$ cat config.mk
export PLATFORM = sky130hd
export DESIGN_NAME = uart_tx_frame_engine
export DESIGN_NICKNAME = d
export VERILOG_FILES = /design/src/rtl/uart_tx_frame_engine.sv
export SDC_FILE = /design/constraint.sdc
export NUM_CORES = 1
export LEC_CHECK = 0
export CELL_PAD_IN_SITES_DETAIL_PLACEMENT = 1
export CELL_PAD_IN_SITES_GLOBAL_PLACEMENT = 2
export CORE_UTILIZATION = 38
export DETAILED_ROUTE_END_ITERATION = 16
export PLACE_DENSITY = 0.84
export SYNTH_ARGS = -nofsm -noshare
export SYNTH_HDL_FRONTEND = slang
export SYNTH_SLANG_ARGS = --single-unit
$ cat constraint.sdc
create_clock -name clk -period 5.1 [get_ports clk]
set_input_delay 1.02 -clock clk [delete_from_list [all_inputs] [get_ports clk]]
set_output_delay 1.02 -clock clk [all_outputs]
set_load 0.005 [all_outputs]
$ cat src/rtl/uart_tx_frame_engine.sv
// Parametrised UART transmit engine: frame FSM, baud divider, shift register and
// parity generator, with a valid/ready handshake that allows gap-free back-to-back frames.
module uart_tx_frame_engine #(
  parameter int DATA_W       = 8,
  parameter int CLKS_PER_BIT = 16,
  parameter int PARITY_EN    = 1,
  parameter int PARITY_ODD   = 0,
  parameter int STOP_BITS    = 1
) (
  input  logic              clk,
  input  logic              reset,
  input  logic              tx_valid,
  input  logic [DATA_W-1:0] tx_data,
  output logic              tx_ready,
  output logic              tx,
  output logic              busy,
  output logic              tx_done
);

  localparam int BAUD_W = $clog2(CLKS_PER_BIT);
  localparam int IDX_W  = $clog2(DATA_W + 1);
  localparam logic [BAUD_W-1:0] BAUD_LAST = BAUD_W'(CLKS_PER_BIT - 1);
  localparam logic [IDX_W-1:0]  DATA_LAST = IDX_W'(DATA_W - 1);
  localparam logic [IDX_W-1:0]  STOP_LAST = IDX_W'(STOP_BITS - 1);

  typedef enum logic [2:0] {IDLE, START, DATA, PARITY, STOP} state_t;

  state_t              state;
  logic [BAUD_W-1:0]   baud_cnt;
  logic [IDX_W-1:0]    bit_idx;
  logic [DATA_W-1:0]   shift_reg;
  logic                parity_bit;
  logic                bit_end;
  logic                frame_end;
  logic                accept;

  function automatic logic calc_parity(input logic [DATA_W-1:0] d);
    return (^d) ^ (PARITY_ODD != 0);
  endfunction

  assign bit_end   = (baud_cnt == BAUD_LAST);
  assign frame_end = (state == STOP) && bit_end && (bit_idx == STOP_LAST);
  assign tx_ready  = (state == IDLE) || frame_end;
  assign tx_done   = frame_end;
  assign busy      = (state != IDLE);
  assign accept    = tx_valid && tx_ready;

  // Payload path: no reset needed, always reloaded on accept before it is used.
  always_ff @(posedge clk) begin
    if (accept) begin
      shift_reg  <= tx_data;
      parity_bit <= calc_parity(tx_data);
    end else if (state == DATA && bit_end) begin
      shift_reg <= shift_reg >> 1;
    end
  end

  // tx is loaded with the value of the bit being entered, so it changes on the same edge as state.
  always_ff @(posedge clk or negedge reset) begin
    if (!reset) begin
      state    <= IDLE;
      baud_cnt <= '0;
      bit_idx  <= '0;
      tx       <= 1'b1;
    end else if (state == IDLE) begin
      if (accept) begin
        state    <= START;
        baud_cnt <= '0;
        bit_idx  <= '0;
        tx       <= 1'b0;
      end
    end else begin
      baud_cnt <= bit_end ? '0 : baud_cnt + 1'b1;
      if (bit_end) begin
        case (state)
          START: begin
            state   <= DATA;
            bit_idx <= '0;
            tx      <= shift_reg[0];
          end
          DATA: begin
            if (bit_idx == DATA_LAST) begin
              bit_idx <= '0;
              if (PARITY_EN != 0) begin
                state <= PARITY;
                tx    <= parity_bit;
              end else begin
                state <= STOP;
                tx    <= 1'b1;
              end
            end else begin
              bit_idx <= bit_idx + 1'b1;
              tx      <= shift_reg[1];
            end
          end
          PARITY: begin
            state   <= STOP;
            bit_idx <= '0;
            tx      <= 1'b1;
          end
          STOP: begin
            if (bit_idx == STOP_LAST) begin
              bit_idx <= '0;
              if (accept) begin
                state <= START;
                tx    <= 1'b0;
              end else begin
                state <= IDLE;
                tx    <= 1'b1;
              end
            end else begin
              bit_idx <= bit_idx + 1'b1;
            end
          end
          default: state <= IDLE;
        endcase
      end
    end
  end

endmodule

==> flow_summary.ini, run 1 <==
[status]
status = finished, final reports clean

[critical_path]
endpoint = tx_ready
r2r_slack_ns = 2.91
cp-startpoint = state[2]
rr_startpoint = bit_idx[0]
r2r_cells = 7
cp.arrival_ns = 2.32
crit_type = register to output port
r2r-end = shift_reg[0]
endpoint_kind = output port
startpoint_type = register
crit_fanout = 13
cp.required_ns = 4.08

[timing]
rsz0062_at_grt = false
whs_ns = 0.532
drv_slew = 0
max_freq_ghz = 0.299
finalSetupViolCount = 0
min_period_ns = 3.34
min_period_over_period = 0.655
hold_violations = 0
finalSetupTns_ns = 0
fin_worst_skew_ns = 0.00391
tightest_slew_ns = 0.594
max_slew_margin = 0.601

[synth]
synth_xor_area_frac = 0.0487
synth_area_per_cell_um2 = 10.6
synth_top_family_by_area = simple AND/OR/NAND/NOR gates
syn_nets = 133
ys_seq_elements = 21
yosysSeqAreaShare = 0.454
muxShareOfSynthArea = 0.100
yosysUniqueCellTypes = 40
synth_simple_gate_area_share = 0.160
yosys_warnings = 0
synth_compound_area_frac = 0.153
synth_adder_area_share = 0.0298
synth_cells = 119
synth.cell_area_um2 = 1260

[grt]
grt_pass1_wl_mm = 4.80
overflow = 0
grt_pass1_vias = 999
antenna_found_initial = 0
grt_max_degree = 14
grt_util_all_layers = 0.185

[cts]
cts_tree = yes
hold_buffers = 0
cts_buffers = 3
cts.path.max_buffers = 2
clk_pin_slew_ns = 0.13
insertion_delay_ns = 0.32
post_cts_resized = 0
cts_setup_buffers = 0
cts_sinks = 21
cts_max_level = 1
clockRootBuffer = clkbuf_4

[drt]
wl_mm = 2.81
antenna_left = 0
dr.pass1.iters = 4
viasPerCell = 5.43
post_drt_wl_per_cell_um = 15.9
route.detailed.drc = 0
drtIter0Drc = 31
via_count = 961

[floorplan]
die_h_um = 59.6
core-area_um2 = 3100
die_area_um2 = 3550
num_rows = 20
pin_count = 15
initial_utilization = 0.406
die_w_um = 59.6

[final_layout]
design_area_um2 = 1460
drive_above_1_share = 0.135
n_antenna_cell = 0
nFillCells = 362
area_delta_synth_final_pct = 15.5
layout_commonest_cell = clkdlybuf4s50_1
final_cell_mix = clkdlybuf4s50_1, o21ai_0, nand2_1, dfrtp_1
fin_nets = 148
fin_util = 0.469
largest_register_ffs = 8

[pwr]
clkPwrFrac = 0.305
static-leakage-power_nw = 0.629
comb_power_share = 0.077
p_per_area_nw_per_um2 = 196
p_switching_mw = 0.0666
p_seq_frac = 0.618
power.internal_mw = 0.219
vdd_drop_max_uv = 84.1
netSwitchingFraction = 0.233

[hold_path]
min_from = baud_cnt[3]
min_path_type = register to register

[placed_design]
placed_cell_area_um2 = 1430
place_hpwl_mm = 2.15
numPortBuffers = 14
finalWeightedCongestion = 0.827

[job]
cap_violations = 0
worst min path at each step:
stage / to / slack [ns] / cells after the start
floorplan: baud_cnt[3] / 0.47 / 1
global placement: baud_cnt[3] / 0.50 / 1
detailed placement: baud_cnt[3] / 0.52 / 1
CTS: baud_cnt[3] / 0.53 / 1
global route: baud_cnt[3] / 0.56 / 1
finish: baud_cnt[3] / 0.53 / 1
critical path, stage by stage, from the launching register on:
cell	delay (ns)
dfrtp_1	0.56
nor3_1	0.57
inv_1	0.24
nand2_1	0.11
clkdlybuf4s50_1	0.51
power by group through the flow:
stage / Combinational (mW) / Sequential (mW) / Clock, mW
final: 0.0220 / 0.176 / 0.0870
after global routing: 0.0237 / 0.176 / 0.0958
after CTS: 0.0225 / 0.176 / 0.0908
after detailed placement: 0.0225 / 0.180 / 0
after global placement: 0.0215 / 0.180 / 0
after floorplan: 0.00928 / 0.180 / 0
final cells by class:
class | count | area (µm²) | share of cell area
Sequential cell | 21 | 572 | 0.393
Tap cell | 44 | 55.1 | 0.0378
Clock buffer | 3 | 22.5 | 0.0155
Clock inverter | 1 | 5.00 | 0.00344
Multi-Input combinational cell | 84 | 619 | 0.426
Timing Repair Buffer | 15 | 148 | 0.101
Inverter | 9 | 33.8 | 0.0232
routing by layer:
metal,part of all wire,GRT usage,vias to the layer above
met1,0.47,0.247,481
met3,0.032,0.0284,5
met4,0.019,0.0797,0
met5,0,0,-
li1,-,-,460
met2,0.48,0.299,15
metrics by stage:
stage,total power [mW],std cells,worst slack [ns]
floorplan,0.189,119,2.90
global placement,0.201,173,2.21
detailed placement,0.202,173,2.14
CTS,0.290,177,1.77
global route,0.296,177,1.66
finish,0.285,177,1.76
synthesized netlist by cell type:
cell / n / area, µm²
xnor2_1: 6 / 52.6
o21ai_0: 12 / 60.1
mux2_4: 7 / 105
nand2_1: 11 / 41.3
a21oi_1: 1 / 5.00
and3_1: 2 / 12.5
mux2i_1: 1 / 10.0
buf_6: 2 / 22.5
a32oi_1: 1 / 8.76
nand4_1: 2 / 12.5
mux2_2: 1 / 11.3
and3b_1: 1 / 8.76
nor2_1: 7 / 26.3
edfxtp_1: 9 / 270
or2b_1: 1 / 7.51
a211oi_1: 1 / 7.51
o22ai_1: 1 / 6.26
xor2_1: 1 / 8.76
a21o_1: 1 / 7.51
o31ai_1: 3 / 22.5
or4b_4: 1 / 13.8
a32o_1: 2 / 20.0
dfstp_2: 1 / 26.3
o221a_2: 1 / 11.3
o31a_4: 1 / 17.5
dfrtp_1: 11 / 275
nor4_1: 1 / 6.26
nand3b_1: 1 / 7.51
buf_2: 1 / 5.00
nor3_1: 2 / 10.0
clkbuf_1: 2 / 7.51
a2bb2oi_1: 1 / 8.76
ha_1: 3 / 37.5
nor2b_1: 1 / 6.26
a311oi_1: 1 / 8.76
a22o_1: 1 / 8.76
nand2b_1: 1 / 6.26
nor3b_2: 1 / 12.5
nand3_1: 6 / 30.0
inv_1: 9 / 33.8
cells by family after synthesis:
logic type                 after synthesis
and+or+nand+nor                         38
AOI/OAI and AO/OA                       27
DFF                                     21
buffers and inverters                   14
muxes                                    9
xor gates and xnor gates                 7
adders and majority gates                3
Note: power is estimated with default switching activity, not from simulation.
==> run 2: changes to the inputs <==
--- a/config.mk
+++ b/config.mk
@@ -7,9 +7,9 @@
 export LEC_CHECK = 0
 export CELL_PAD_IN_SITES_DETAIL_PLACEMENT = 1
 export CELL_PAD_IN_SITES_GLOBAL_PLACEMENT = 2
-export CORE_UTILIZATION = 38
+export CORE_UTILIZATION = 32
 export DETAILED_ROUTE_END_ITERATION = 16
-export PLACE_DENSITY = 0.84
+export PLACE_DENSITY = 0.75
 export SYNTH_ARGS = -nofsm -noshare
 export SYNTH_HDL_FRONTEND = slang
 export SYNTH_SLANG_ARGS = --single-unit
==> constraint.sdc (replaced) <==
create_clock -name clk -period 2.8 [get_ports clk]
set_input_delay 0.56 -clock clk [delete_from_list [all_inputs] [get_ports clk]]
set_output_delay 0.56 -clock clk [all_outputs]
set_load 0.005 [all_outputs]
==> flow_summary.ini, run 2 (synthesis results as in run 1) <==
[status]
status = finished, final reports clean

[cts]
insertion_delay_ns = 0.26
cts_max_level = 1
clk_pin_slew_ns = 0.08
cts_sinks = 21
clockRootBuffer = clkbuf_8
hold_buffers = 0
cts_setup_buffers = 0
cts.path.max_buffers = 2
cts_buffers = 3
cts_tree = yes

[floorplan]
die_w_um = 64.8
die_h_um = 64.8
pin_count = 15
num_rows = 22
die_area_um2 = 4190
initial_utilization = 0.339
core-area_um2 = 3720

[hold_path]
min_from = baud_cnt[3]
min_path_type = register to register

[grt]
grt_pass1_wl_mm = 4.71
grt_max_degree = 14
antenna_found_initial = 0
grt_pass1_vias = 982
overflow = 0
grt_util_all_layers = 0.147

[drt]
viasPerCell = 5.14
route.detailed.drc = 0
antenna_left = 0
post_drt_wl_per_cell_um = 15.0
drtIter0Drc = 17
via_count = 946
dr.pass1.iters = 4
wl_mm = 2.75

[critical_path]
endpoint_kind = output port
cp.arrival_ns = 2.04
crit_fanout = 8
rr_startpoint = bit_idx[0]
crit_type = register to output port
cp.required_ns = 2.24
startpoint_type = register
cp-startpoint = baud_cnt[0]

[timing]
max_freq_ghz = 0.385
finalSetupTns_ns = 0
tightest_slew_ns = 0.605
drv_slew = 0
finalSetupViolCount = 0
fin_worst_skew_ns = 0.00123
max_slew_margin = 0.595
min_period_ns = 2.60
min_period_over_period = 0.928
final.setup.worst_slack_ns = 0.202
whs_ns = 0.556
hold_violations = 0
rsz0062_at_grt = false

[final_layout]
area_delta_synth_final_pct = 19.2
layout.cells.non_filler = 184
largest_register_ffs = 8
final_cell_mix = clkdlybuf4s50_1, o21ai_0, nand2_1, dfrtp_1
fin_util = 0.404
design_area_um2 = 1500
n_antenna_cell = 0
layout_commonest_cell = clkdlybuf4s50_1
fin_nets = 151
drive_above_1_share = 0.154

[pwr]
vdd_drop_max_uv = 187
static-leakage-power_nw = 0.650
finalPower_mw = 0.563
p_per_area_nw_per_um2 = 375

[placed_design]
place_hpwl_mm = 2.09
placed_cell_area_um2 = 1460
place_inst = 180
finalWeightedCongestion = 0.802
pre_cts_slack_ns = 0.438
numPortBuffers = 14

[job]
cap_violations = 0
## run 2: worst max-delay path, stage by stage (launching register included)
cell and delay, ns:
dfrtp_1 0.42, ha_1 0.25, and3_2 0.29, nand4_1 0.18, nand2_1 0.13, clkdlybuf4s50_1 0.50
## run 2: area by class of cell
cell class	count	area [µm²]
repair buffers	18	170
inverters	9	33.8
multi-input cells	84	621
fillers	423	2210
flip-flops and latches	21	572
well taps	48	60.1
clock buffers	4	45.0
## run 2: final timing paths
check	cells after the start	slack, ns	end
setup reg to reg	8	0.65	shift_reg[3]
hold reg to reg	1	0.56	baud_cnt[3]
min in group asynchronous	1	0.68	state[2]
setup / recovery	5	0.20	tx_ready
hold / removal	1	0.56	baud_cnt[3]
max in group asynchronous	1	1.73	state[0]
## run 2: report_power, final
group          leakage [nW]  internal (mW)  switching (mW)
registers             0.218          0.321               0
clock network        0.0228          0.101           0.100
logic                 0.409         0.0236          0.0161
total                 0.650          0.446           0.117
## run 2: timing repair
item,in CTS,in global routing
gates resized for setup,0,1
setup endpoints to repair,0,2
endpoints found under the hold margin,0,0
## run 2: routing by layer
layer  track usage  part of all wire  vias up
met5             0                 0        -
met4        0.0417            0.0076        0
met3        0.0282             0.024        2
met2         0.242              0.46       13
met1         0.195              0.51      464
li1              -                 -      467
